[src/rtl/fb_pkg.sv]
// Shared constants and types for the framebuffer scanout / GPU write path.
package fb_pkg;
   localparam int H_ACTIVE     = 640;
   localparam int V_ACTIVE     = 480;
   localparam int FRAME_PIXELS = H_ACTIVE * V_ACTIVE;
   localparam int ADDR_W       = 19;
   localparam int DATA_W       = 24;

   typedef logic [DATA_W-1:0] pixel_t;

   typedef enum logic [1:0] {
      IDLE = 2'd0,
      SCAN = 2'd1,
      DONE = 2'd2
   } scan_state_t;
endpackage

[src/rtl/fb_prefetch_fifo.sv]
// Synchronous prefetch FIFO with single-cycle flush.
// The head reads as zero while empty so the pixel bus stays quiet.
module fb_prefetch_fifo #(
   parameter int DEPTH  = 4,
   parameter int DATA_W = 24
) (
   input  logic                   clk,
   input  logic                   rst_n,
   input  logic                   flush,
   input  logic                   push,
   input  logic                   pop,
   input  logic [DATA_W-1:0]      wdata,
   output logic [DATA_W-1:0]      rdata,
   output logic                   empty,
   output logic [$clog2(DEPTH):0] count
);
   localparam int PTR_W = $clog2(DEPTH);
   localparam int CNT_W = PTR_W + 1;
   localparam logic [CNT_W-1:0] CNT_FULL = CNT_W'(DEPTH);

   logic [DATA_W-1:0] mem_r [DEPTH];
   logic [PTR_W-1:0]  wr_ptr_r;
   logic [PTR_W-1:0]  rd_ptr_r;
   logic [CNT_W-1:0]  count_r;
   logic              full_s;
   logic              do_push_s;
   logic              do_pop_s;

   assign full_s    = (count_r == CNT_FULL);
   assign empty     = (count_r == '0);
   assign do_pop_s  = pop && !empty;
   assign do_push_s = push && (!full_s || do_pop_s);
   assign rdata     = empty ? '0 : mem_r[rd_ptr_r];
   assign count     = count_r;

   // Pointer and occupancy bookkeeping; flush wins over push and pop.
   always_ff @(posedge clk or negedge rst_n) begin
      if (!rst_n) begin
         wr_ptr_r <= '0;
         rd_ptr_r <= '0;
         count_r  <= '0;
      end else if (flush) begin
         wr_ptr_r <= '0;
         rd_ptr_r <= '0;
         count_r  <= '0;
      end else begin
         if (do_push_s) wr_ptr_r <= wr_ptr_r + PTR_W'(1);
         if (do_pop_s)  rd_ptr_r <= rd_ptr_r + PTR_W'(1);
         if (do_push_s && !do_pop_s)      count_r <= count_r + CNT_W'(1);
         else if (do_pop_s && !do_push_s) count_r <= count_r - CNT_W'(1);
      end
   end

   // Storage array write.
   always_ff @(posedge clk) begin
      if (do_push_s && !flush) mem_r[wr_ptr_r] <= wdata;
   end

   fb_prefetch_fifo_chk u_chk (
      .clk   (clk),
      .rst_n (rst_n),
      .flush (flush),
      .push  (push),
      .pop   (do_pop_s),
      .full  (full_s)
   );
endmodule

[src/rtl/fb_prefetch_fifo_chk.sv]
// Checker for the prefetch FIFO: a push into a full FIFO is never expected.
module fb_prefetch_fifo_chk (
   input logic clk,
   input logic rst_n,
   input logic flush,
   input logic push,
   input logic pop,
   input logic full
);
   // The arbiter occupancy rule must keep the FIFO from overflowing.
   a_no_overflow: assert property (@(posedge clk) disable iff (!rst_n)
      !(push && full && !pop && !flush));
endmodule

[src/rtl/fb_port_arbiter.sv]
// Arbitrates one single-port framebuffer RAM between raster scanout reads
// (priority) and GPU writes, with a bounded wait that forces a stalled write.
module fb_port_arbiter
   import fb_pkg::*;
#(
   parameter int H_ACTIVE    = fb_pkg::H_ACTIVE,
   parameter int V_ACTIVE    = fb_pkg::V_ACTIVE,
   parameter int ADDR_W      = fb_pkg::ADDR_W,
   parameter int DATA_W      = fb_pkg::DATA_W,
   parameter int FIFO_DEPTH  = 4,
   parameter int MAX_WR_WAIT = 8
) (
   input  logic              clk,
   input  logic              rst_n,
   input  logic              frame_start,
   output logic              pix_valid,
   input  logic              pix_ready,
   output logic [DATA_W-1:0] pix_data,
   output logic              pix_underflow,
   input  logic              wr_valid,
   output logic              wr_ready,
   input  logic [ADDR_W-1:0] wr_addr,
   input  logic [DATA_W-1:0] wr_data,
   output logic              mem_en,
   output logic              mem_we,
   output logic [ADDR_W-1:0] mem_addr,
   output logic [DATA_W-1:0] mem_wdata,
   input  logic [DATA_W-1:0] mem_rdata
);
   localparam int CNT_W  = $clog2(FIFO_DEPTH) + 1;
   localparam int OCC_W  = CNT_W + 1;
   localparam int WAIT_W = $clog2(MAX_WR_WAIT + 1);
   localparam logic [ADDR_W-1:0] FRAME_N    = ADDR_W'(H_ACTIVE * V_ACTIVE);
   localparam logic [ADDR_W-1:0] FRAME_LAST = ADDR_W'(H_ACTIVE * V_ACTIVE - 1);
   localparam logic [OCC_W-1:0]  OCC_DEPTH  = OCC_W'(FIFO_DEPTH);
   localparam logic [WAIT_W-1:0] WAIT_MAX   = WAIT_W'(MAX_WR_WAIT);

   scan_state_t       state_r;
   scan_state_t       state_nx_s;
   logic [ADDR_W-1:0] scan_addr_r;
   logic [ADDR_W-1:0] scan_addr_nx_s;
   logic [ADDR_W-1:0] popped_r;
   logic              inflight_r;
   logic [WAIT_W-1:0] wait_cnt_r;
   logic              underflow_r;
   logic [CNT_W-1:0]  fifo_cnt_s;
   logic              fifo_empty_s;
   logic [OCC_W-1:0]  occ_s;
   logic              rd_ok_s;
   logic              wr_force_s;
   logic              wr_grant_s;
   logic              rd_grant_s;
   logic              pop_s;
   logic              push_s;
   logic              under_set_s;

   // Port arbitration: forced write, then scanout read, then ordinary write.
   always_comb begin
      wr_grant_s = 1'b0;
      rd_grant_s = 1'b0;
      occ_s      = {1'b0, fifo_cnt_s} + {{CNT_W{1'b0}}, inflight_r};
      rd_ok_s    = (state_r == SCAN) && (occ_s < OCC_DEPTH) && !frame_start;
      wr_force_s = wr_valid && (wait_cnt_r == WAIT_MAX);
      if (!rst_n) begin
         wr_grant_s = 1'b0;
      end else if (wr_force_s) begin
         wr_grant_s = 1'b1;
      end else if (rd_ok_s) begin
         rd_grant_s = 1'b1;
      end else begin
         wr_grant_s = wr_valid;
      end
   end

   // Scan sequencing: restart on frame_start, stop after the last pixel read.
   always_comb begin
      state_nx_s     = state_r;
      scan_addr_nx_s = scan_addr_r;
      if (frame_start) begin
         state_nx_s     = SCAN;
         scan_addr_nx_s = '0;
      end else begin
         case (state_r)
            SCAN: begin
               if (rd_grant_s) begin
                  scan_addr_nx_s = scan_addr_r + ADDR_W'(1);
                  state_nx_s     = (scan_addr_r == FRAME_LAST) ? DONE : SCAN;
               end else begin
                  state_nx_s = SCAN;
               end
            end
            default: state_nx_s = state_r;
         endcase
      end
   end

   assign pop_s  = !fifo_empty_s && pix_ready && !frame_start;
   assign push_s = inflight_r && !frame_start;
   // The start-of-frame fill latency (nothing popped yet) is not an underflow.
   assign under_set_s = pix_ready && fifo_empty_s && (popped_r != '0) &&
                        (popped_r < FRAME_N) && (state_r != IDLE);

   // Scan, wait and status registers.
   always_ff @(posedge clk or negedge rst_n) begin
      if (!rst_n) begin
         state_r     <= IDLE;
         scan_addr_r <= '0;
         inflight_r  <= 1'b0;
         wait_cnt_r  <= '0;
         popped_r    <= '0;
         underflow_r <= 1'b0;
      end else begin
         state_r     <= state_nx_s;
         scan_addr_r <= scan_addr_nx_s;
         inflight_r  <= rd_grant_s;
         if (!wr_valid || wr_grant_s)    wait_cnt_r <= '0;
         else if (wait_cnt_r != WAIT_MAX) wait_cnt_r <= wait_cnt_r + WAIT_W'(1);
         if (frame_start) popped_r <= '0;
         else if (pop_s)  popped_r <= popped_r + ADDR_W'(1);
         if (frame_start)      underflow_r <= 1'b0;
         else if (under_set_s) underflow_r <= 1'b1;
      end
   end

   assign wr_ready      = wr_grant_s;
   assign mem_en        = wr_grant_s || rd_grant_s;
   assign mem_we        = wr_grant_s;
   assign mem_addr      = wr_grant_s ? wr_addr : (rd_grant_s ? scan_addr_r : '0);
   assign mem_wdata     = wr_grant_s ? wr_data : '0;
   assign pix_valid     = !fifo_empty_s;
   assign pix_underflow = underflow_r;

   fb_prefetch_fifo #(
      .DEPTH  (FIFO_DEPTH),
      .DATA_W (DATA_W)
   ) u_fifo (
      .clk   (clk),
      .rst_n (rst_n),
      .flush (frame_start),
      .push  (push_s),
      .pop   (pop_s),
      .wdata (mem_rdata),
      .rdata (pix_data),
      .empty (fifo_empty_s),
      .count (fifo_cnt_s)
   );
endmodule

[config.mk]
export PLATFORM = sky130hd
export DESIGN_NAME = fb_port_arbiter
export DESIGN_NICKNAME = d
export VERILOG_FILES = /design/src/rtl/fb_pkg.sv /design/src/rtl/fb_prefetch_fifo.sv /design/src/rtl/fb_prefetch_fifo_chk.sv /design/src/rtl/fb_port_arbiter.sv
export SDC_FILE = /design/constraint.sdc
export NUM_CORES = 1
export LEC_CHECK = 0
export CORE_MARGIN = 1
export CORE_UTILIZATION = 45
export CTS_CLUSTER_SIZE = 10
export DETAILED_ROUTE_END_ITERATION = 8
export PLACE_DENSITY = 0.73
export SLEW_MARGIN = 20
export SYNTH_ARGS = -nofsm -noshare
export SYNTH_HDL_FRONTEND = slang
export SYNTH_HIERARCHICAL = 1
export SYNTH_SLANG_ARGS = --single-unit
[constraint.sdc]
create_clock -name clk -period 5 [get_ports clk]
set_input_delay 0.5 -clock clk [delete_from_list [all_inputs] [get_ports clk]]
set_output_delay 0.5 -clock clk [all_outputs]
set_load 0.005 [all_outputs]
==> Yosys cells after proc, flatten, opt, wreduce, memory -nomap -nowiden <==
Memories as Yosys holds them, arrays and structs flattened.
Index checks and enable logic that the tools add are counted.
{ "totals": {"ff_bits": 53, "ramBits": 96, "inputBits": 72, "output_inout_bits": 72, "wordCells": 93, "n_memories": 1} }
{ "memory_table": {"columns": ["name", "depth", "width", "read_ports", "rd_ports_with_merged_regs", "wr", "line", "source"], "rows": [
  ["u_fifo.mem_r", 4, 24, 1, 0, 1, "fb_prefetch_fifo.sv:21", "logic [DATA_W-1:0] mem_r [DEPTH];"]
]} }
{ "classes": {"addsub": 8, "n_lt_le_gt_ge": 2, "eq_ne": 5, "muxes": 32, "reduce_logical": 36} }
{ "ops": {"columns": ["op", "count"], "rows": [
  ["19-bit two-way mux", 7],
  ["24-bit two-way mux", 2],
  ["19-bit by 1-bit adder with 19-bit output, second input constant", 2],
  ["19-bit equality test, second input constant", 1],
  ["19-bit less-than comparator, second input constant", 1],
  ["19-bit nonzero test", 1],
  ["2-bit two-way mux", 8],
  ["2-bit nonzero test", 8],
  ["1-bit logical AND", 15],
  ["1-bit two-way mux", 10],
  ["3-bit two-way mux", 3],
  ["4-bit two-way mux", 2],
  ["1-bit logical NOT", 6],
  ["2-bit by 1-bit adder with 2-bit output, second input constant", 2],
  ["3-bit by 1-bit adder with 4-bit output", 1],
  ["4-bit by 1-bit adder with 4-bit output, second input constant", 1],
  ["4-bit equality test, second input constant", 1],
  ["4-bit by 3-bit less-than comparator with 1-bit output, second input constant", 1],
  ["4-bit inequality test, second input constant", 1],
  ["3-bit by 1-bit adder with 3-bit output, second input constant", 1],
  ["3-bit equality test, second input constant", 1],
  ["3-bit logical NOT", 1],
  ["1-bit logical OR", 3],
  ["3-bit nonzero test", 1],
  ["other kinds (3)", 3]
]} }

==> Longest topological paths before layout <==
Gate-level depths: netlist of run 1.
{ "depth": {"ltp_word": 12, "ltp_mapped": 12, "ltp_nobuf": 9} }

==> Hierarchy <==
The synthesis of run 1 kept the hierarchy.
{ "modules_own_cells": {"columns": ["mod", "instances", "cells_per_inst", "area_per_inst_um2", "seq_area_each_um2"], "rows": [
  ["fb_prefetch_fifo", 1, 214, 4195.3, 3057.9],
  ["fb_port_arbiter", 1, 320, 2874.0, 1151.1]
]} }

==> Least setup slack after synthesis of run 1 <==
Ideal clock, no wire load.
{ "synth_path": {"path_type": "register to register", "startpoint": "reg u_fifo.count_r[2], in the netlist u_fifo/count[2]", "endpoint": "mem u_fifo.mem_r[0][0], enable pin", "setup_ns": 0.440, "arrival_time_ns": 3.489, "required_time_ns": 4.560, "setup_slack_ns": 1.071, "stages_incl_launch_ff": 9, "path_buffers": 3, "synth_period_minus_slack_ns": 3.929, "path_cell_list": "dfrtp_1 buf_6 nor3_2 clkbuf_1 nor2b_1 and2_1 buf_2 o21ai_0 nor3b_1"} }
{ "synth_via": {"elab_chain_cells": 10, "word_cells_on_any_way": 12, "classes_between": "eq/ne: 1; mux: 2; reduce/logical: 9"} }
{ "synth_rtl": {"columns": ["element", "line", "source"], "rows": [
  ["start: declaration", "fb_prefetch_fifo.sv:24", "logic [CNT_W-1:0] count_r;"],
  ["start signal: assignment", "fb_prefetch_fifo.sv:49", "if (do_push_s && !do_pop_s) count_r <= count_r + CNT_W'(1);"],
  ["start signal: assignment", "fb_prefetch_fifo.sv:50", "else if (do_pop_s && !do_push_s) count_r <= count_r - CNT_W'(1);"],
  ["3-bit logical NOT", "fb_prefetch_fifo.sv:30", "assign empty = (count_r == '0);"],
  ["via fifo_empty_s", "fb_port_arbiter.sv:47", "logic fifo_empty_s;"],
  ["1-bit logical NOT", "fb_port_arbiter.sv:97", "assign pop_s = !fifo_empty_s && pix_ready && !frame_start;"],
  ["1-bit logical AND (2 in series)", "fb_port_arbiter.sv:97", null],
  ["via pop_s", "fb_port_arbiter.sv:53", "logic pop_s;"],
  ["1-bit logical AND", "fb_prefetch_fifo.sv:31", "assign do_pop_s = pop && !empty;"],
  ["1-bit logical OR", "fb_prefetch_fifo.sv:32", "assign do_push_s = push && (!full_s || do_pop_s);"],
  ["1-bit logical AND", "fb_prefetch_fifo.sv:32", null],
  ["1-bit logical AND", "fb_prefetch_fifo.sv:56", "if (do_push_s && !flush) mem_r[wr_ptr_r] <= wdata;"],
  ["1-bit two-way mux", "fb_prefetch_fifo.sv:56", null],
  ["1-bit two-way mux (not written as such)", "fb_prefetch_fifo.sv:56", null],
  ["end: declaration", "fb_prefetch_fifo.sv:21", null]
]} }
The timed path passes the listed nets, and every way through them passes these cells.

==> Final worst setup path of run 1 <==
{ "layout_path": {"startpoint": "reg u_fifo.count_r[2], in the netlist u_fifo/count[2]", "endpoint": "out mem_addr[3]"} }
{ "layout_via": {"elab_chain_cells": 9, "word_cells_on_any_way": 12, "classes_between": "add/sub: 1; order compare: 1; mux: 8; reduce/logical: 2"} }
{ "layout_rtl": {"columns": ["element", "line", "source"], "rows": [
  ["3-bit by 1-bit adder with 4-bit output *", "fb_port_arbiter.sv:61", "occ_s = {1'b0, fifo_cnt_s} + {{CNT_W{1'b0}}, inflight_r};"],
  ["4-bit by 3-bit less-than comparator with 1-bit output *", "fb_port_arbiter.sv:62", "rd_ok_s = (state_r == SCAN) && (occ_s < OCC_DEPTH) && !frame_start;"],
  ["1-bit logical AND * (2 in series)", "fb_port_arbiter.sv:62", null],
  ["1-bit two-way mux", "fb_port_arbiter.sv:68", "end else if (rd_ok_s) begin"],
  ["1-bit two-way mux", "fb_port_arbiter.sv:66", "end else if (wr_force_s) begin"],
  ["1-bit two-way mux", "fb_port_arbiter.sv:64", "if (!rst_n) begin"],
  ["19-bit two-way mux", "fb_port_arbiter.sv:128", "assign mem_addr = wr_grant_s ? wr_addr : (rd_grant_s ? scan_addr_r : '0);"],
  ["19-bit two-way mux *", "fb_port_arbiter.sv:128", null],
  ["end: declaration", "fb_port_arbiter.sv:26", "output logic [ADDR_W-1:0] mem_addr,"]
]} }
Every way passes the cells marked *; elsewhere a longest branch is shown, timed or not.

==> results of run 1 <==
-- through the flow --
step | hold slack, ns | power (mW) | util | cell area (µm²) | instances
after floorplan | 0.204 | 1.42 | - | 7070 | 534
after global placement | 0.516 | 1.55 | 0.569 | 8680 | 863
after detailed placement | 0.518 | 1.55 | 0.569 | 8680 | 863
after CTS | 0.266 | 2.75 | 0.605 | 9240 | 895
after global routing | 0.299 | 2.82 | 0.605 | 9240 | 895
final | 0.241 | 2.73 | 0.605 | 9240 | 895
-- layer usage --
layer | part of all wire | vias up | wire length, µm | GRT usage
met1 | 0.42 | 2432 | 6530 | 0.240
met5 | 0 | - | 0 | 0
met4 | 0.016 | 0 | 245 | 0.0791
met2 | 0.50 | 150 | 7790 | 0.341
li1 | - | 2294 | - | -
met3 | 0.069 | 14 | 1070 | 0.0607
-- registers in the layout, indices dropped and copies added (netlist names) --
register         count
popped_r            19
scan_addr_r         19
u_fifo/rd_ptr_r      2
wait_cnt_r           4
u_fifo/mem_r        96
state_r              2
inflight_r           1
u_fifo/wr_ptr_r      2
pix_underflow        1
u_fifo/count         3
-- path summary, 6_finish.rpt --
path	startpoint	endpoint	slack, ns	cells after the start
max in group asynchronous	rst_n	u_fifo/rd_ptr_r[0]$_DFFE_PN0P_	4.24	2
worst max register to register	u_fifo/count[2]$_DFFE_PN0P_	u_fifo/mem_r[2][10]$_DFFE_PP_	2.11	6
min in group clk	pix_underflow$_DFFE_PN0P_	pix_underflow$_DFFE_PN0P_	0.53	1
worst min-delay path	rst_n	scan_addr_r[9]$_DFFE_PN0P_	0.24	2
worst min register to register	pix_underflow$_DFFE_PN0P_	pix_underflow$_DFFE_PN0P_	0.53	1
worst max-delay path	u_fifo/count[2]$_DFFE_PN0P_	mem_addr[3]	1.28	5
-- cells by family (layout without fill, tap and decap cells) --
group	Yosys count	in the layout	share of synthesized area
xor+xnor	19	19	0.0235
buf+inv	49	199	0.0331
flops	149	149	0.595
fa+ha+maj	10	10	0.0188
compound gates	77	77	0.0735
simple gates	197	197	0.165
mux	33	33	0.0906
-- cell usage after synthesis, drive strengths merged, types with 2 or more instances --
cell type / instances
clkbuf: 18
nor3: 4
nand2: 19
ha: 9
nand4: 18
nor3b: 4
edfxtp: 96
o311ai: 2
o31ai: 15
inv: 15
o21ai: 10
nor4b: 4
or3: 5
o21a: 2
mux2: 5
nor2b: 31
and4: 5
nor4: 4
nor2: 36
xor2: 14
a21oi: 23
a22o: 15
buf: 16
xnor2: 5
and3: 2
a21o: 2
or4: 14
mux4: 24
dfrtp: 53
and4b: 2
nand2b: 5
and2: 28
nand3: 13
mux2i: 4
a31oi: 3
-- layout make-up --
| type | instances | area (µm²) |
|---|---|---|
| clock buffer | 18 | 429 |
| timing repair buffer | 152 | 1490 |
| inverter | 15 | 56.3 |
| sequential | 149 | 4210 |
| tap | 211 | 264 |
| clock inverter | 14 | 128 |
| multi-input combinational | 336 | 2660 |
| fill | 1166 | 6020 |
-- power groups by stage --
stage | registers (mW) | logic (mW) | clock network, mW
floorplan | 1.36 | 0.0681 | 0
global placement | 1.36 | 0.189 | 0
detailed placement | 1.36 | 0.195 | 0
CTS | 1.33 | 0.196 | 1.22
global route | 1.34 | 0.211 | 1.27
finish | 1.33 | 0.194 | 1.20
==> flow_metrics.tcl, run 1 <==
set metrics [dict create \
    intPower_mw 2.12 \
    synth_cells 534 \
    p_leak_nw 3.25 \
    dieHeight_um 127 \
    first_iter_violations 265 \
    powerDensity_mw_per_mm2 296 \
    place.gp.congestion 0.848 \
    io-pin-count 144 \
    synthesis.nets 616 \
    final_common_cell "clkdlybuf4s50_1" \
    viasPerCell 5.46 \
    first_global_vias 4996 \
    netlist_top_cells_area "edfxtp_1 (41%), dfrtp_1 (19%), mux4_2 (7.6%)" \
    core_area_mm2 0.0153 \
    combinationalPowerShare 0.071 \
    critical_path_buf_inv_count 2 \
    synth_largest_area_cell "edfxtp_1" \
    crit_arrival_ns 3.22 \
    worst_setup_path_start_kind "flop" \
    overflow 0 \
    crit_fanout 23 \
    synth.cell_area_mm2 0.00707 \
    track_usage 0.201 \
    clk_pin_slew_ns 0.06 \
    hold_class "in -> async" \
    slowest_delay_ns 0.65 \
    min_period_ns 3.72 \
    clk_latency_ns 0.42 \
    grt_pass1_wl_um 25000 \
    dieArea_mm2 0.0162 \
    antenna_found_initial 0 \
    outcome "complete, no violations" \
    synthArstFlopShare 0.356 \
    swShare 0.222 \
    fin_nets 753 \
    end_kind "primary output" \
    cts_setup_buffers 0 \
    cp_top_family "buffers and inverters" \
    cts_sinks 149 \
    syn_to_final_growth_pct 30.6 \
    ys.flop_type "edfxtp_1" \
    seq_power_share 0.489 \
    htree_levels 4 \
    place_hpwl_um 10300 \
    yosysSeqAreaShare 0.595 \
    tns_ns 0 \
    slew-limit-headroom 0.395 \
    drc 0 \
    synth.distinct_cells 51 \
    maxSlewViolCount 0 \
    cap_violations 0 \
    cts_root_buf "clkbuf_16" \
    routed_wl_um 15600 \
    cts_tree "yes" \
    synth_seq_cells 149 \
    ant_nets 0 \
    syn_avg_cell_area_um2 13.2 \
    worst_slew_pin_slew_ns 0.899 \
    ctsResizeCount 0 \
    numCtsBuffers 17 \
    fmax_mhz 269 \
    netlist.area_leader.share 0.408 \
    setup_ws_ns 1.28 \
    port-buffer-count 143 \
    required_ns 4.50 \
    num_antenna_cells 0 \
    final_cell_mix "clkdlybuf4s50_1 (141), edfxtp_1 (96), dfrtp_1 (52)" \
    crit_chain "nor4b_4, nand4_1, inv_1, a22o_1, clkdlybuf4s50_1" \
    finalHoldViolCount 0 \
    postCtsHoldBufs 0 \
    p_switching_mw 0.605 \
    skew_ns 0.00586 \
    synth_edf_count 96 \
    vias 4890 \
    clk_path_buf_depth 2 \
    pre_cts_ws_ns 1.45 \
    routedWlPerCell_um 17.5 \
    ir_drop_mv 0.281 \
    finalSetupViolCount 0 \
    p_clk_frac 0.440 \
    rows 45 \
    drive_gt1_frac 0.117 \
    grt_setup_unrepaired "false" \
    drt_pass1_iterations 4 \
    critPathKind "reg -> out" \
    fin_crit_sh 0.744 \
    die_w_um 127 \
    yosysWarnings 6 \
    cpMaxStageDelayCell "inv_1" \
    grt_max_degree 59 \
    start_util 0.463 \
]
No activity file was read; power rests on OpenSTA's default activity.
==> run 2: changes to the inputs <==
==> constraint.sdc (replaced) <==
create_clock -name clk -period 3.51 [get_ports clk]
set_input_delay 0.351 -clock clk [delete_from_list [all_inputs] [get_ports clk]]
set_output_delay 0.351 -clock clk [all_outputs]
set_load 0.005 [all_outputs]
==> flow_metrics.tcl, run 2 (synthesized netlist as in run 1, its figures left out) <==
set metrics [dict create \
    clk_latency_ns 0.43 \
    slowest_delay_ns 0.53 \
    fin_nets 757 \
    maxSlewViolCount 0 \
    placed_cells 866 \
    utilization 0.609 \
    fillers 1157 \
    place_hpwl_um 10600 \
    slew-limit-headroom 0.510 \
    numCtsBuffers 17 \
    finalHoldViolCount 0 \
    htree_levels 4 \
    required_ns 3.16 \
    critPathKind "reg -> out" \
    drc 0 \
    core_area_mm2 0.0153 \
    cap_violations 0 \
    antenna_found_initial 0 \
    cts_root_buf "clkbuf_16" \
    dieHeight_um 127 \
    track_usage 0.205 \
    top_regs "u_fifo/mem_r x96, popped_r x19, scan_addr_r x19" \
    cpMaxStageDelayCell "dfrtp_1" \
    rows 45 \
    powerDensity_mw_per_mm2 423 \
    die_w_um 127 \
    finalSetupViolCount 0 \
    p_leak_nw 3.28 \
    skew_ns 0.00835 \
    first_iter_violations 369 \
    dieArea_mm2 0.0162 \
    drt_pass1_iterations 4 \
    grt_pass1_wl_um 25300 \
    port-buffer-count 143 \
    place.gp.congestion 0.804 \
    fmax_mhz 310 \
    io-pin-count 144 \
    syn_to_final_growth_pct 31.4 \
    overflow 0 \
    vias 4861 \
    drive_gt1_frac 0.124 \
    crit_fanout 18 \
    start_util 0.463 \
    ir_drop_mv 0.375 \
    fin_crit_sh 0.920 \
    final_common_cell "clkdlybuf4s50_1" \
    worst_setup_path_start_kind "flop" \
    hold_class "in -> reg" \
    cts_sinks 149 \
    crit_arrival_ns 2.88 \
    routed_wl_um 15800 \
    end_kind "primary output" \
    grt_setup_unrepaired "false" \
    min_period_ns 3.23 \
    cts_tree "yes" \
    top_register "u_fifo/mem_r" \
    num_antenna_cells 0 \
    first_global_vias 4949 \
    viasPerCell 5.41 \
    largest_register_ffs 96 \
    cts_setup_buffers 0 \
    routedWlPerCell_um 17.6 \
    clk_path_buf_depth 2 \
    final_cells 899 \
    final_cell_mix "clkdlybuf4s50_1 (141), edfxtp_1 (96), dfrtp_1 (52)" \
    worst_slew_pin_slew_ns 0.727 \
    outcome "complete, no violations" \
    grt_max_degree 47 \
    ant_nets 0 \
    p_total_mw 3.93 \
    clk_pin_slew_ns 0.06 \
    crit_chain "nor4b_4, nand4_1, clkinvlp_4, a22o_1, clkdlybuf4s50_1" \
]
run 2: cell types whose count changed in the layout (fill, tap and decap cells not counted), sizes merged:
| cell | change |
|---|---|
| clkinv | +1 |
| dlygate4sd3 | +1 |
| buf | +3 |
| clkinvlp | -1 |
run 2: final timing paths:
kind                                             start                              to  slack [ns]  cells past startpoint
setup reg to reg           u_fifo/count[2]$_DFFE_PN0P_     u_fifo/count[2]$_DFFE_PN0P_        0.73                      9
setup / recovery           u_fifo/count[2]$_DFFE_PN0P_                     mem_addr[8]        0.28                      5
max in group asynchronous                        rst_n  u_fifo/rd_ptr_r[0]$_DFFE_PN0P_        2.19                      3
hold / removal                             frame_start      scan_addr_r[0]$_DFFE_PN0P_        0.30                      2
min in group asynchronous                        rst_n            inflight_r$_DFF_PN0_        0.41                      2
hold reg to reg              pix_underflow$_DFFE_PN0P_       pix_underflow$_DFFE_PN0P_        0.53                      1
run 2: repair_timing:
item,CTS,global route
gates resized for setup,0,1
hold buffers,1,0
setup endpoints to repair,0,15
endpoints found under the hold margin,12,0
run 2: layer usage:
layer  up-vias  share of wire  global-route usage
met2       168           0.51               0.350
met3        10          0.058              0.0528
li1       2309              -                   -
met4         0         0.0096              0.0644
met1      2374           0.43               0.256
met5         -              0                   0
run 2: cell type report:
cell class	count	area, µm²	share of cell area
timing repair buffer	156	1520	0.164
multi-input combinational	336	2660	0.286
sequential	149	4210	0.453
clock inverter	14	145	0.0156
tap	211	264	0.0284
clock buffer	18	429	0.0462
inverter	15	60.1	0.00647
run 2: report_power, final:
| part | internal (mW) | total [mW] | switching, mW |
|---|---|---|---|
| combinational | 0.158 | 0.277 | 0.119 |
| clock | 0.996 | 1.75 | 0.756 |
| sequential | 1.89 | 1.90 | 0.0130 |
run 2: worst max-delay path: cells and delay by family, from the launching register on:
family	cells	cell delay, ns
AO/OA/AOI/OAI	1	0.20
flip-flops	1	0.53
AND/OR/NAND/NOR	2	0.83
buffers and inverters	2	0.89
run 2: metrics by stage:
stage                     TNS, ns  worst slack [ns]  cell area (µm²)  hold slack [ns]
after floorplan            -40.24            -0.419             7070           0.0554
after global placement          0             0.634             8700            0.306
after detailed placement        0             0.517             8700            0.309
after CTS                       0             0.133             9290            0.306
after global routing            0            0.0928             9290            0.324
final                           0             0.282             9290            0.297
==> run 3: changes to the inputs <==
--- a/config.mk
+++ b/config.mk
@@ -5,6 +5,7 @@
 export SDC_FILE = /design/constraint.sdc
 export NUM_CORES = 1
 export LEC_CHECK = 0
+export ABC_CLOCK_PERIOD_IN_PS = 3510
 export CORE_MARGIN = 1
 export CORE_UTILIZATION = 45
 export CTS_CLUSTER_SIZE = 10
==> results of run 3 <==
No change in the layout: final DEF, timing and power equal those of run 2.
==> RTL edit 1 (settings of run 3) <==
Set the parameter `MAX_WR_WAIT` to 4 (it was 8).
--- a/src/rtl/fb_port_arbiter.sv
+++ b/src/rtl/fb_port_arbiter.sv
@@ -10,3 +10,3 @@
    parameter int FIFO_DEPTH  = 4,
-   parameter int MAX_WR_WAIT = 8
+   parameter int MAX_WR_WAIT = 4
 ) (
Check against the original RTL: not equivalent (a bounded check fails within 10 cycles, from zero or initial values and one cycle with rst_n low).
==> RTL edit 1 against run 3 <==
- worst hold slack better by 160 ps
- routed wire length fell by 4.2%
- sequential cell count down 1
- power is 1.2% lower
- area after synthesis decreased by 0.62%
- design area shrank 0.70%
- clock skew rose by 5.6 ps
- setup slack worse by 110 ps
- die area is 0.60% lower
- critical endpoint is now mem_addr[0]
- largest cell class unchanged
==> RTL edit 1: results (changes against run 3) <==
status=completed; Post-synth EDFFs=96 (unchanged); Setup crit end=mem_addr[0]; post-synthesis mux area share=0.0896 (-0.00104); Worst-path clk slew=60 ps (about the same); hpwl dp=9.99 mm (-5.5%); worst reg2reg endpoint=u_fifo/count[2]$_DFFE_PN0P_; peak supply drop=0.000461 V (+23%); # hold bufs at CTS=1 (unchanged); Clk network pwr share=0.440 (-0.006); Critical Path Max Stage Delay=570 ps (+40 ps); Net Count, Synth=615 (-0.16%); CP startpoint=u_fifo/count[2]$_DFFE_PN0P_; R2R depth=10 (+1); TritonRoute pass-1 iters=5 (+1); Leak=3.25 nW (-0.82%); cell family with most CP delay=simple AND/OR/NAND/NOR gates; Synth top cells by count=edfxtp_1 (96), dfrtp_1 (52), nor2_1 (35); H-Tree Depth=4 (unchanged); vias per cell=5.58 (+3.1%); crit path max fanout=24 (+6); PortBufs=143 (unchanged); largest cells by area after synthesis=edfxtp_1 (41%), dfrtp_1 (19%), mux4_2 (7.7%); all-layer global routing usage=0.197 (-0.00732); min-delay worst type=in2async; Synth Area in Adders=0.0189 (+0.000117); CP Data Arrival Time=2980 ps (+100 ps); number of global-route vias before repair=4836 (-2.3%); Comb power=0.000286 W (+3%); largest net degree at the start of global routing=58 (+23%); routability cong.=0.799 (-0.65%); Worst R2R Setup Slack=710 ps (-20 ps); Inserted Diodes=0 (unchanged); fin nets=759 (+0.26%); Pint=0.00302 W (-0.77%); Post-DP Area=8660 sq um (-0.50%); first-pass GRT wire length=24.5 mm (-3.2%); Seq/Total Area, Yosys=0.596 (about the same); clk_skew=13.9 ps (+5.57 ps); TritonCTS Buffers=17 (unchanged); Post-CTS Setup Bufs=0 (unchanged); post-synthesis compound-gate area fraction=0.0766 (+0.00313); Avg WL per Cell=17.3 um (-1.7%); asr flop ratio synth=0.351 (-0.00435); Worst path slowest cell=or4b_4; layout cells sized above 1=0.125 (+0.00127); Starting DRT DRC Count=407 (+10%); reg2reg start=u_fifo/count[0]$_DFFE_PN0P_; Primary FF master, synth=edfxtp_1; Power Dens Cells=421 nW/um^2 (-0.54%); Synth Area in XOR/XNOR=0.0224 (-0.00110); worst-margin pin slew=697 ps (-29.3 ps); Max Root-Sink Buffers=2 (unchanged)
[RTL edit 1: changes by cell type in the layout (fill, tap and decap cells not counted), moves of 5 or more]
cell      change
clkinv_4      -6
nand3_1       -5
nor4_1        +5
xnor2_1       +8
xor2_1        -9
[RTL edit 1: final cells by class]
class | count | area (sq um)
Tap cell | 188 | 235
Sequential cell | 148 | 4190
Clock buffer | 17 | 425
Multi-Input combinational cell | 333 | 2620
Timing Repair Buffer | 159 | 1560
Clock inverter | 14 | 128
Fill cell | 1155 | 5980
Inverter | 18 | 67.6
[RTL edit 1: metrics by stage]
step	setup WS (ps)	std cells	hold slack, ps
2_1_floorplan	-198	533	55.4
4_1_cts	105	877	461
6_report	176	877	458
5_1_grt	33.3	877	504
3_3_place_gp	603	845	376
3_5_place_dp	568	845	371
[RTL edit 1: per-layer routing]
metal,vias to the layer above,GRT usage,wire length (um)
li1,2305,-,-
met1,2408,0.251,6410
met2,166,0.322,7470
met3,11,0.0658,1120
met4,0,0.0595,132
met5,-,0,0
==> RTL edit 2 (config.mk and constraints of run 3) <==
Made on the original files. Take the reset off `scan_addr_r` and load it in a clocked block of its own.
--- a/src/rtl/fb_port_arbiter.sv
+++ b/src/rtl/fb_port_arbiter.sv
@@ -106,3 +106,2 @@
          state_r     <= IDLE;
-         scan_addr_r <= '0;
          inflight_r  <= 1'b0;
@@ -113,3 +112,2 @@
          state_r     <= state_nx_s;
-         scan_addr_r <= scan_addr_nx_s;
          inflight_r  <= rd_grant_s;
@@ -122,2 +120,6 @@
       end
+   end
+
+   always_ff @(posedge clk) begin
+      scan_addr_r <= scan_addr_nx_s;
    end
Formal check against the unedited RTL: same outputs for any inputs over 4 cycles, from zero or initial values and one cycle with rst_n low; that may be too few to reach the edited logic, so the function may still have changed.
==> RTL edit 2 against run 3 <==
- design area down 0.84%
- setup slack better by 110 ps
- via count down 0.51%
- largest cell class unchanged
- synthesized cell count up 0.37%
- largest power group unchanged
- highest routed layer unchanged
- routed wire length down 5.3%
- power down 2.5%
- area after synthesis down 1.0%
- worst hold slack better by 39 ps
- first-iteration DRC count down 14%
- sequential cell count unchanged
==> RTL edit 2: results (changes against run 3) <==
TritonRoute pass-1 iters=4 (unchanged); post-synthesis mux area share=0.0982 (+0.00757); fin nets=763 (+0.79%); clock root cell=clkbuf_16; clk_lat worst skew=between 400 and 500 ps; Synth top cells by count=edfxtp_1 (96), nor2b_1 (35), dfrtp_1 (34); DR vias=4836 (-0.51%); DP Cell Count=849 (-2.0%); min-delay worst type=in2async; peak supply drop=0.000328 V (-13%); crit path max fanout=25 (+7); Synth Instances=536 (+0.37%); routability cong.=0.813 (+1.1%); clk_skew=18.2 ps (+9.84 ps); all-layer global routing usage=0.197 (-0.00745); Post-CTS Setup Bufs=0 (unchanged); hpwl dp=9.97 mm (-5.7%); initial antenna violation count=0 (unchanged); worst-margin pin slew=848 ps (+121 ps); Primary FF master, synth=edfxtp_1; Starting DRT DRC Count=318 (-14%); layout cells sized above 1=0.128 (+0.00470); TritonCTS Buffers=17 (unchanged); largest cells by area after synthesis=edfxtp_1 (41%), dfrtp_1 (12%), mux4_2 (7.7%); post-synthesis compound-gate area fraction=0.0726 (-0.000835); Seq/Total Area, Yosys=0.588 (-0.00731); largest net degree at the start of global routing=51 (+8.5%); number of global-route vias before repair=4919 (-0.61%); Net Count, Synth=618 (+0.32%); first-pass GRT wire length=24.7 mm (-2.2%); Avg WL per Cell=17.0 um (-3.5%); Synth Area in Adders=0.0190 (+0.000198); Residual DRC=0 (unchanged); status=completed; Yosys cell types=56 (+9.8%); YS warnings=6 (unchanged); asr flop ratio synth=0.228 (-0.128); Worst R2R Setup Slack=670 ps (-60 ps); Max Root-Sink Buffers=2 (unchanged); Synth Area in XOR/XNOR=0.0200 (-0.00351); non-filler instance count after layout=882 (-1.9%); Leak=3.20 nW (-2.3%)
==> RTL edit 2: routing by layer <==
metal	GRT usage	wire (um)	up-vias
met5	0	0	-
met4	0.0623	127	0
met3	0.0401	758	10
met2	0.331	7460	147
met1	0.259	6610	2373
li1	-	-	2306
==> RTL edit 2: cell type report <==
class,count,area [sq um]
multi-input cells,342,2720
repair buffers,155,1540
well taps,188,235
fillers,1185,5990
inverters,16,60.1
flip-flops and latches,149,4120
clock inverters,14,116
clock buffers,18,429
==> RTL edit 2: path summary, 6_finish.rpt <==
kind / startpoint / endpoint / cells after the start
min in group clk: frame_start / popped_r[0]$_DFFE_PN0P_ / 2
max in group asynchronous: rst_n / u_fifo/rd_ptr_r[0]$_DFFE_PN0P_ / 3
worst max register to register: u_fifo/count[2]$_DFFE_PN0P_ / u_fifo/count[2]$_DFFE_PN0P_ / 9
worst max-delay path: u_fifo/count[2]$_DFFE_PN0P_ / mem_addr[0] / 5
worst min register to register: scan_addr_r[1]$_SDFFE_PP0P_ / scan_addr_r[1]$_SDFFE_PP0P_ / 2
worst min-delay path: rst_n / inflight_r$_DFF_PN0_ / 2
==> RTL edit 2: power breakdown <==
group / leakage (nW) / switching, W / internal, W
Sequential: 1.48 / 0.0000123 / 0.00188
Combinational: 1.46 / 0.000112 / 0.000159
Clock: 0.264 / 0.000741 / 0.000924
Total: 3.20 / 0.000866 / 0.00297
==> RTL edit 2: kinds of logic (layout without fill, tap and decap cells) <==
kind of cell    after synthesis  count (layout)
fa+ha+maj                    10              10
flops                       149             149
buf+inv                      45             203
xor+xnor                     16              16
compound gates               77              77
mux                          37              37
simple gates                202             202
==> RTL edit 2: through the flow <==
step                       util  hold WS (ps)  instance area, sq um  setup WS [ps]
after global placement    0.569           230                  8660            646
final                     0.606           336                  9210            393
after CTS                 0.606           328                  9210            352
after floorplan               -          55.4                  7000           -415
after detailed placement  0.569           230                  8660            489
after global routing      0.606           355                  9210            172
==> RTL edit 2: worst max-delay path, stage by stage, from the launching register on <==
cell and delay (ps):
dfrtp_1 530, nor4b_4 490, nand4_4 220, inv_2 380, a22o_1 230, clkdlybuf4s50_1 500
